**src/rtl/vrf_read_rr_arbiter.sv**
```systemverilog
// Round-robin arbiter funnelling NUM_IN VRF read requests onto one read port,
// with an optional registered output stage to cut the ready/valid path.
module vrf_read_rr_arbiter #(
  parameter int NUM_IN = 4,
  parameter int VS_W   = 5,
  parameter int SRC_W  = 2,
  parameter int OFF_W  = 3,
  parameter int IDX_W  = 3,
  parameter int PIPE   = 1,
  localparam int CH_W  = (NUM_IN > 1) ? $clog2(NUM_IN) : 1
) (
  input  logic                      clock,
  input  logic                      reset,
  input  logic [NUM_IN-1:0]         io_in_valid,
  output logic [NUM_IN-1:0]         io_in_ready,
  input  logic [NUM_IN*VS_W-1:0]    io_in_bits_vs,
  input  logic [NUM_IN*SRC_W-1:0]   io_in_bits_readSource,
  input  logic [NUM_IN*OFF_W-1:0]   io_in_bits_offset,
  input  logic [NUM_IN*IDX_W-1:0]   io_in_bits_instructionIndex,
  input  logic                      io_out_ready,
  output logic                      io_out_valid,
  output logic [VS_W-1:0]           io_out_bits_vs,
  output logic [SRC_W-1:0]          io_out_bits_readSource,
  output logic [OFF_W-1:0]          io_out_bits_offset,
  output logic [IDX_W-1:0]          io_out_bits_instructionIndex,
  output logic [CH_W-1:0]           io_out_chosen
);

  logic [CH_W-1:0]  ptr_q, ptr_d;
  logic [CH_W-1:0]  winner;
  logic             found;
  logic             stage_rdy;
  logic             grant;
  logic [VS_W-1:0]  sel_vs;
  logic [SRC_W-1:0] sel_src;
  logic [OFF_W-1:0] sel_off;
  logic [IDX_W-1:0] sel_idx;

  // Pass 0 looks at sources at or above ptr, pass 1 wraps around to the rest.
  always_comb begin
    found   = 1'b0;
    winner  = '0;
    sel_vs  = '0;
    sel_src = '0;
    sel_off = '0;
    sel_idx = '0;
    for (int pass = 0; pass < 2; pass++) begin
      for (int i = 0; i < NUM_IN; i++) begin
        if (!found && io_in_valid[i] && ((pass == 1) || (CH_W'(i) >= ptr_q))) begin
          found   = 1'b1;
          winner  = CH_W'(i);
          sel_vs  = io_in_bits_vs[i*VS_W +: VS_W];
          sel_src = io_in_bits_readSource[i*SRC_W +: SRC_W];
          sel_off = io_in_bits_offset[i*OFF_W +: OFF_W];
          sel_idx = io_in_bits_instructionIndex[i*IDX_W +: IDX_W];
        end
      end
    end
  end

  assign grant = reset && found && stage_rdy;

  always_comb begin
    io_in_ready = '0;
    for (int i = 0; i < NUM_IN; i++) begin
      io_in_ready[i] = grant && (CH_W'(i) == winner);
    end
  end

  // The pointer wraps at NUM_IN, which need not be a power of two.
  always_comb begin
    ptr_d = ptr_q;
    if (grant) begin
      ptr_d = (winner == CH_W'(NUM_IN - 1)) ? '0 : winner + 1'b1;
    end
  end

  always_ff @(posedge clock) begin
    if (!reset) begin
      ptr_q <= '0;
    end else begin
      ptr_q <= ptr_d;
    end
  end

  if (PIPE != 0) begin : g_pipe
    logic             out_valid_q, out_valid_d;
    logic [VS_W-1:0]  out_vs_q, out_vs_d;
    logic [SRC_W-1:0] out_src_q, out_src_d;
    logic [OFF_W-1:0] out_off_q, out_off_d;
    logic [IDX_W-1:0] out_idx_q, out_idx_d;
    logic [CH_W-1:0]  out_ch_q, out_ch_d;

    // Draining and reloading in the same cycle keeps one grant per cycle.
    assign stage_rdy = !out_valid_q || io_out_ready;

    always_comb begin
      out_valid_d = out_valid_q;
      out_vs_d    = out_vs_q;
      out_src_d   = out_src_q;
      out_off_d   = out_off_q;
      out_idx_d   = out_idx_q;
      out_ch_d    = out_ch_q;
      if (grant) begin
        out_valid_d = 1'b1;
        out_vs_d    = sel_vs;
        out_src_d   = sel_src;
        out_off_d   = sel_off;
        out_idx_d   = sel_idx;
        out_ch_d    = winner;
      end else if (io_out_ready) begin
        out_valid_d = 1'b0;
      end
    end

    always_ff @(posedge clock) begin
      if (!reset) begin
        out_valid_q <= 1'b0;
        out_vs_q    <= '0;
        out_src_q   <= '0;
        out_off_q   <= '0;
        out_idx_q   <= '0;
        out_ch_q    <= '0;
      end else begin
        out_valid_q <= out_valid_d;
        out_vs_q    <= out_vs_d;
        out_src_q   <= out_src_d;
        out_off_q   <= out_off_d;
        out_idx_q   <= out_idx_d;
        out_ch_q    <= out_ch_d;
      end
    end

    assign io_out_valid                 = reset && out_valid_q;
    assign io_out_bits_vs               = out_vs_q;
    assign io_out_bits_readSource       = out_src_q;
    assign io_out_bits_offset           = out_off_q;
    assign io_out_bits_instructionIndex = out_idx_q;
    assign io_out_chosen                = out_ch_q;
  end else begin : g_comb
    assign stage_rdy                    = io_out_ready;
    assign io_out_valid                 = reset && found;
    assign io_out_bits_vs               = sel_vs;
    assign io_out_bits_readSource       = sel_src;
    assign io_out_bits_offset           = sel_off;
    assign io_out_bits_instructionIndex = sel_idx;
    assign io_out_chosen                = winner;
  end

endmodule
```
**config.mk**
```make
export PLATFORM = sky130hd
export DESIGN_NAME = vrf_read_rr_arbiter
export DESIGN_NICKNAME = d
export VERILOG_FILES = /design/src/rtl/vrf_read_rr_arbiter.sv
export SDC_FILE = /design/constraint.sdc
export NUM_CORES = 1
export LEC_CHECK = 0
export CORE_MARGIN = 2
export CORE_UTILIZATION = 44
export CTS_CLUSTER_SIZE = 25
export DETAILED_ROUTE_END_ITERATION = 6
export PLACE_DENSITY_LB_ADDON = 0.25
export SLEW_MARGIN = 10
export SYNTH_ARGS = -nofsm -noshare
export SYNTH_HDL_FRONTEND = slang
export SYNTH_SLANG_ARGS = --single-unit
```
**constraint.sdc**
```tcl
create_clock -name clock -period 4.7 [get_ports clock]
set_input_delay 1.175 -clock clock [delete_from_list [all_inputs] [get_ports clock]]
set_output_delay 1.175 -clock clock [all_outputs]
set_load 0.1 [all_outputs]
```
; ---- After elaboration in Yosys (flattened, before gate mapping)
; Index checks and enable logic that the tools add are counted.
[op_classes]
add_sub_neg = 1
multipliers = 0
div = 0
n_lt_le_gt_ge = 4
eq_ne = 4
shift = 0
n_mux = 50
bitwise_logic = 0
n_reduce_logical = 29
[op_table]
columns = operator, n
row1 = 3-bit two-way mux, 16
row2 = 5-bit two-way mux, 8
row3 = 2-bit two-way mux, 15
row4 = 1-bit logical AND, 18
row5 = 1-bit two-way mux, 11
row6 = 1-bit zero test, 8
row7 = "2-bit equality test, first input constant", 2
row8 = "1-bit by 2-bit >= comparator with 1-bit output, first input constant", 2
row9 = "2-bit >= comparator, first input constant", 2
row10 = "2-bit by 1-bit adder with 2-bit output, second input constant", 1
row11 = "1-bit by 2-bit equality test with 1-bit output, first input constant", 1
row12 = "2-bit equality test, second input constant", 1
row13 = 2-bit zero test, 1
row14 = 2-bit nonzero test, 1
row15 = 1-bit logical OR, 1
[word_totals]
regBits = 18
latchBits = 0
ramBits = 0
romBits = 0
in_bits = 59
output_inout_bits = 20
elab_cells = 95
memories = 0

; ---- Depth between registers and ports, before layout
; Gate-level depths: netlist of run 1.
[depth]
word_depth = 30
mapped_depth = 8
depth_no_buf = 7

; ---- Worst setup path after synthesis of run 1
; No wires, ideal clock.
[synth_path]
kind = input port to output port
start = in io_in_valid[1]
end = out io_in_ready[0]
arrival_ns = 2.881
required_ns = 3.525
path_slack_ns = 0.644
stages = 6
path_cell_list = clkbuf_1 > inv_1 > a21oi_1 > o21bai_1 > ha_1 > and2_1
[synth_via]
elab_chain_len = 26
[synth_rtl]
columns = element, line_no
row1 = "start, declared", 14  ; input logic [NUM_IN-1:0] io_in_valid,
row2 = 1-bit logical AND (2 in series), 49  ; if (!found && io_in_valid[i] && ((pass == 1) || (CH_W'(i) >= ptr_q))) begin
row3 = 1-bit two-way mux, 49
row4 = 1-bit zero test, 49
row5 = 1-bit logical AND (2 in series), 49
row6 = 1-bit two-way mux, 49
row7 = 1-bit zero test, 49
row8 = 1-bit logical AND (2 in series), 49
row9 = 1-bit two-way mux, 49
row10 = [6 not listed], -
row11 = 1-bit zero test, 49
row12 = 1-bit logical AND, 49
row13 = 1-bit two-way mux, 49
row14 = 1-bit zero test, 49
row15 = 1-bit logical AND, 49
row16 = 1-bit two-way mux, 49
row17 = 1-bit logical AND (2 in series), 61  ; assign grant = reset && found && stage_rdy;
row18 = 1-bit logical AND *, 66  ; io_in_ready[i] = grant && (CH_W'(i) == winner);
row19 = "end, declared", 15  ; output logic [NUM_IN-1:0] io_in_ready,
; Mark *: on every way between the ends. The rest lies on a longest branch, timed or not.

; ---- Worst setup path in the final report of run 1
[layout_path]
start = in io_in_valid[2]
end = out io_in_ready[3]
[layout_rtl]
columns = element, line_no
row1 = 1-bit logical AND (2 in series), 49
row2 = 1-bit two-way mux, 49
row3 = 1-bit zero test, 49
row4 = 1-bit logical AND (2 in series), 49
row5 = 1-bit two-way mux, 49
row6 = 1-bit zero test, 49
row7 = 1-bit logical AND, 49
row8 = 1-bit two-way mux, 49
row9 = [4 not listed], -
row10 = 1-bit logical AND, 49
row11 = 1-bit two-way mux, 49
row12 = 1-bit zero test, 49
row13 = 1-bit logical AND, 49
row14 = 2-bit two-way mux *, 49
row15 = via winner[0], 30  ; logic [CH_W-1:0] winner;
row16 = 2-bit equality test *, 66
row17 = 1-bit logical AND *, 66
; The timed path passes the listed nets; every way through them passes the cells marked *.

==> results of run 1 <==
[placed cells by master, fill, tap and decap left out, types with 10 or more instances in the layout]
cell type	n
nand2_1	20
clkdlybuf4s50_1	73
o221ai_1	10
a21oi_1	35
nor3_1	15
nor2_1	15
dfxtp_1	18
a221o_1	10
nand3_1	26
[cell type report]
cell class              instances  area, um2
multi-input cells             184       1130
fillers                       281        923
repair buffers                 85        883
flip-flops and latches         18        360
well taps                      46       57.6
clock buffers                   4       36.3
inverters                       7       26.3
[kinds of logic after synthesis]
logic type               Yosys count
adder cells (fa/ha/maj)            4
AND/OR/NAND/NOR                   98
buffers and inverters             27
AO/OA/AOI/OAI                     82
flip-flops                        18
[power groups by stage]
stage | Sequential (mW) | Combinational (mW) | Clock (mW)
floorplan | 0.306 | 0.131 | 0
global placement | 0.190 | 0.371 | 0
detailed placement | 0.190 | 0.373 | 0
CTS | 0.187 | 0.374 | 0.101
global route | 0.190 | 0.395 | 0.107
finish | 0.187 | 0.376 | 0.0998
[worst paths after layout]
check | slack [ns] | cells after the start | start | endpoint
setup / recovery | 0.30 | 8 | io_in_valid[2] | io_in_ready[3]
hold / removal | 0.49 | 2 | io_out_chosen[1] | io_out_chosen[1]
setup reg to reg | 2.19 | 5 | ptr_q[1] | io_out_bits_offset[2]
hold reg to reg | 0.49 | 2 | io_out_chosen[1] | io_out_chosen[1]
[per-layer routing]
metal / routed length, um / part of all wire (%)
met1: 2310 / 43
met2: 2690 / 49
met3: 402 / 7.4
met4: 33 / 0.61
met5: 0 / 0
[sequential cells by signal, indices dropped and copies added (netlist names)]
signal                        count
io_out_bits_vs                    5
g_pipe.out_valid_q                1
ptr_q                             2
io_out_bits_instructionIndex      3
io_out_chosen                     2
io_out_bits_readSource            2
io_out_bits_offset                3
[through the flow]
step / worst slack, ns / cells / power, mW / cell area (um2) / hold slack [ns]
after floorplan: 0.644 / 229 / 0.437 / 1610 / 0.558
after global placement: 0.377 / 340 / 0.562 / 2460 / 0.470
after detailed placement: 0.295 / 340 / 0.563 / 2460 / 0.463
after CTS: 0.290 / 344 / 0.662 / 2490 / 0.489
after global routing: 0.108 / 344 / 0.692 / 2490 / 0.512
final: 0.305 / 344 / 0.663 / 2490 / 0.487
[Yosys cell counts (2+ instances only)]
library cell  number
a221o_1           10
o21ai_0            6
a21oi_1           35
o21bai_1           2
nand3_1           26
o221ai_1          10
a2111oi_0          2
o211ai_1           2
a21oi_2            3
nor2_1            15
nor2b_1            7
nand2b_1           2
a222oi_1           2
buf_2              6
dfxtp_1           18
ha_1               4
clkbuf_1          12
nand2_1           20
inv_1              7
o22ai_1            2
and2_1             5
nor3_1            15
[worst reg2reg max path: cells and delay by family, from the launching register on]
family,cells,cell delay (ns)
AO/OA/AOI/OAI,3,0.72
flip-flops,1,0.83
AND/OR/NAND/NOR,2,0.91
==> run metrics, run 1 <==
status=finished, final reports clean; vias=2025; post-synth top area share=22.4%; Worst EP required=3.52 ns; mapped cell area=1610 um2; placer congestion estimate=0.943; Worst path max stage delay=0.68 ns; H-tree levels=1; crit path cell chain=clkdlybuf4s50_1 > nor2b_1 > nor3_1 > o22ai_1 > inv_1 > ha_1 > and2_1 > buf_12; # diodes=0; Gate power share=56.7%; switching pwr=311 uW; Die ar.=4160 um2; CP Max Fanout=9; sequential cell area fraction in the yosys report=22.4%; largest area contributor in the netlist=dfxtp_1; Yosys warning total=0; largest net degree at the start of global routing=23; core area=3420 um2; I/O pins=79; Clock Power Share=15.1%; DRT Wirelength=5440 um; PostCTS Resize Cnt=0; Worst-Margin Slew=1.03 ns; synthesis-to-layout area growth=54.9%; Leakage=0.931 nW; Clock Path Buffers=2; asr flop ratio synth=0%; Synth Flop Type=dfxtp_1; Starting DRT DRC Count=187; Clk Latency, worst-skew pair=0.30 ns; initial core utilization=47.1%; Final Critical Period=4.40 ns; number of max-cap violations=0; Sw Share=47.0%; postcts setup bufs=0; Final Skew=0.000630 ns; CP Capture Type=primary output; post-DP HPWL=3850 um; largest family of logic cells by synthesized area=compound AO/OA/AOI/OAI gates; Vias/cell=5.89; wire length per cell=15.8 um; met1 Usage GRT=33.4%; Cells after Synth=229; Setup TNS=0 ns; post-synthesis adder-cell area fraction=3.11%; proportion of layout cells with a drive suffix above 1=8.39%; Max VDD drop=0.000169 V; Pint=351 uW; worst rel slew slack=30.8%; chip width=64.5 um; Yosys reg bits=18; Startpoint Class=input pin; final hold vios=0; grt met2 use=45.6%; post-synthesis cell type count=40; Final Net Count=362; Flop pwr share=28.2%; Port Buffer Count=78; Synth Area in XOR/XNOR=0%; mux contribution to synthesized area=0%; fmax=228 MHz; global-route usage over all layers=26.4%; hold-fix buffers at CTS=0; initial antenna violation count=0; Mapped Nets=292; CTS clock-pin slew for the worst setup and hold paths=0.11 ns; CP max stage cell=clkdlybuf4s50_1; Core Util, Final=73.0%; GRT overflow=0; Sink Count=18; Max Transition Viols Final=0; iteration count of the initial detailed-routing pass=5; Setup Crit Path Kind=in -> out; Syn Area/Cell=7.03 um2; # rows=21; gr busiest metal=met2; simple-gate share of the synthesized area=31.8%; Tcrit/Tclk final=93.5%; Data arrival, critical path=3.22 ns; first-pass GRT wire length=8800 um; Die Height=64.5 um; Min-Delay Path Class=reg -> reg; number of enable flip-flop cells after synthesis=0; Antenna Nets Post-Route=0; dominant cells by area after synthesis=dfxtp_1 (22%), a21oi_1 (11%), nand3_1 (8.1%); CTS buffer count=3; unrepaired setup endpoints after global routing=false; pwr/cell area=266 nW/um2; CP delay by family, top=buffers and inverters; Final setup violation count=0; compound-cell area share of the yosys netlist=35.2%; CTS tree=built; DRC Markers=0; Clock Root Buffer=clkbuf_4; vias in the first global route=1891; met3 usage=5.03%; critical path buffer and inverter count=3
(Power assumes the default switching activity.)
==> run 2: changes to the inputs <==
--- a/config.mk
+++ b/config.mk
@@ -11,4 +11,5 @@
 export DETAILED_ROUTE_END_ITERATION = 6
 export PLACE_DENSITY_LB_ADDON = 0.25
+export REMOVE_ABC_BUFFERS = 1
 export SLEW_MARGIN = 10
 export SYNTH_ARGS = -nofsm -noshare
==> constraint.sdc (replaced) <==
create_clock -name clock -period 4.7 [get_ports clock]
set_input_delay 0.705 -clock clock [delete_from_list [all_inputs] [get_ports clock]]
set_output_delay 0.705 -clock clock [all_outputs]
set_load 0.1 [all_outputs]
==> run 2 against run 1 <==
Compared with the run above:
- critical path type unchanged
- count of clock-buffer cells in the layout is the same
- utilization down 1.0 points
- die area did not move
- sequential share of layout area up 0.21 points
- combinational power decreased by 1%
- maximum frequency up 15%
- design area shrank 1.4%
- non-clock buffer count shrank 3
- first-iteration DRC count grew 52%
- setup slack better by 0.57 ns
- hold slack gained 0.0018 ns
==> run metrics, run 2 (synthesized netlist as in run 1, its figures left out) <==
status=finished, final reports clean (unchanged); GRT overflow=0 (unchanged); hold-fix buffers at CTS=0 (unchanged); max reg flops=5 (unchanged); initial core utilization=47.1% (unchanged); Worst-Margin Slew=1.00 ns (was 1.03 ns); CTS clock-pin slew for the worst setup and hold paths=0.11 ns (about the same); Final Worst Setup Slack=0.878 ns (was 0.305 ns); Sink Count=18 (unchanged); CTS buffer count=3 (unchanged); Clock Root Buffer=clkbuf_4 (unchanged); pwr/cell area=269 nW/um2 (was 266 nW/um2); register area=360 um2 (unchanged); I/O pins=79 (unchanged); Flop pwr share=28.3% (was 28.2%); Final Skew=0.0120 ns (was 0.000630 ns); CP Capture Type=primary output (unchanged); Die ar.=4160 um2 (unchanged); synthesis-to-layout area growth=52.7% (was 54.9%); CP max stage cell=clkdlybuf4s50_1 (unchanged); placer congestion estimate=0.925 (was 0.943); Antenna Nets Post-Route=0 (unchanged); Tcrit/Tclk final=81.3% (was 93.5%); number of max-cap violations=0 (unchanged); DRT Wirelength=5450 um (was 5440 um); final hold vios=0 (unchanged); Clk Latency, worst-skew pair=0.31 ns (was 0.30 ns); Min-Delay Path Class=reg -> reg (unchanged); Final Critical Period=3.82 ns (was 4.40 ns); largest net degree at the start of global routing=23 (unchanged); worst rel slew slack=33.0% (was 30.8%); commonest cells after routing, fill and taps aside=clkdlybuf4s50_1 (73), a21oi_1 (35), nand3_1 (26) (unchanged); critical path buffer and inverter count=3 (unchanged); Core Util, Final=71.9% (was 73.0%); Max Transition Viols Final=0 (unchanged); Setup TNS=0 ns (unchanged); PostCTS Resize Cnt=0 (unchanged); fillers=285 (was 281); Worst EP required=3.99 ns (was 3.52 ns); Vias/cell=6.09 (was 5.89); post-DP HPWL=3750 um (was 3850 um); Leakage=0.913 nW (was 0.931 nW); Data arrival, critical path=3.12 ns (was 3.22 ns); Final Net Count=359 (was 362); Clock Path Buffers=2 (unchanged); chip width=64.5 um (unchanged); most common cell after layout, fill and taps aside=clkdlybuf4s50_1 (unchanged); crit path cell chain=clkdlybuf4s50_1 > nand2b_1 > a21oi_1 > o21bai_1 > inv_1 > ha_1 > and2_1 > buf_12 (was clkdlybuf4s50_1 > nor2b_1 > nor3_1 > o22ai_1 > inv_1 > ha_1 > and2_1 > buf_12); Port Buffer Count=78 (unchanged); vias=2075 (was 2025); H-tree levels=1 (unchanged); switching pwr=313 uW (was 311 uW); CTS tree=built (unchanged); iteration count of the initial detailed-routing pass=5 (unchanged); wire length per cell=16.0 um (was 15.8 um); Worst path max stage delay=0.68 ns (about the same); Max VDD drop=0.000154 V (was 0.000169 V); pre-CTS WS=0.931 ns (was 0.295 ns); postcts setup bufs=0 (unchanged); # diodes=0 (unchanged); core area=3420 um2 (unchanged); Clock Power Share=15.4% (was 15.1%); Starting DRT DRC Count=285 (was 187); Sw Share=47.4% (was 47.0%); initial antenna violation count=0 (unchanged); Die Height=64.5 um (unchanged); Setup Crit Path Kind=in -> out (unchanged); # rows=21 (unchanged); Final setup violation count=0 (unchanged); global-route usage over all layers=26.2% (was 26.4%); Pint=348 uW (was 351 uW); CP delay by family, top=buffers and inverters (unchanged); Startpoint Class=input pin (unchanged); proportion of layout cells with a drive suffix above 1=7.46% (was 8.39%); fmax=262 MHz (was 228 MHz); Gate power share=56.3% (was 56.7%); unrepaired setup endpoints after global routing=false (unchanged); multi-input logic area=1130 um2 (unchanged); vias in the first global route=1863 (was 1891); first-pass GRT wire length=8730 um (was 8800 um); DRC Markers=0 (unchanged); CP Max Fanout=14 (was 9)
[run 2: path summary, 6_finish.rpt]
path                                           to  cells past startpoint  slack, ns             start
worst max-delay path               io_in_ready[2]                      8       0.88    io_in_valid[0]
worst min-delay path             io_out_chosen[1]                      2       0.49  io_out_chosen[1]
worst max register to register  io_out_bits_vs[0]                      5       2.25          ptr_q[1]
worst min register to register   io_out_chosen[1]                      2       0.49  io_out_chosen[1]
[run 2: metrics by stage]
| step | instance area [um2] | total power, mW | cells | hold slack [ns] |
|---|---|---|---|---|
| after global placement | 2420 | 0.556 | 337 | 0.475 |
| after detailed placement | 2420 | 0.559 | 337 | 0.467 |
| after floorplan | 1520 | 0.424 | 209 | 0.558 |
| after CTS | 2460 | 0.661 | 341 | 0.490 |
| after global routing | 2460 | 0.691 | 341 | 0.524 |
| final | 2460 | 0.661 | 341 | 0.489 |
[run 2: power groups by stage]
stage                     registers, mW  logic, mW  clock network (mW)
after floorplan                   0.310      0.115                   0
after global placement            0.190      0.366                   0
after detailed placement          0.191      0.368                   0
after CTS                         0.187      0.370               0.104
after global routing              0.190      0.391               0.110
final                             0.187      0.372               0.102
[run 2: area by class of cell]
cell class | instances | area share (%)
Tap cell | 46 | 2.34
Inverter | 7 | 1.07
Sequential cell | 18 | 14.7
Multi-Input combinational cell | 184 | 45.9
Timing Repair Buffer | 82 | 34.5
Clock buffer | 4 | 1.48
[run 2: per-layer routing]
metal	up-vias	part of all wire [%]	routed length [um]	GRT usage, %
met3	12	10	566	5.38
met1	927	42	2300	34.4
met5	-	0	0	0
li1	995	-	-	-
met2	141	46	2500	43.4
met4	0	1.6	89	7.45
[run 2: tightest hold or removal path: stages, from the launching register on]
cell and delay [ns]:
dfxtp_1 0.33, nand3_1 0.05, o21ai_0 0.06
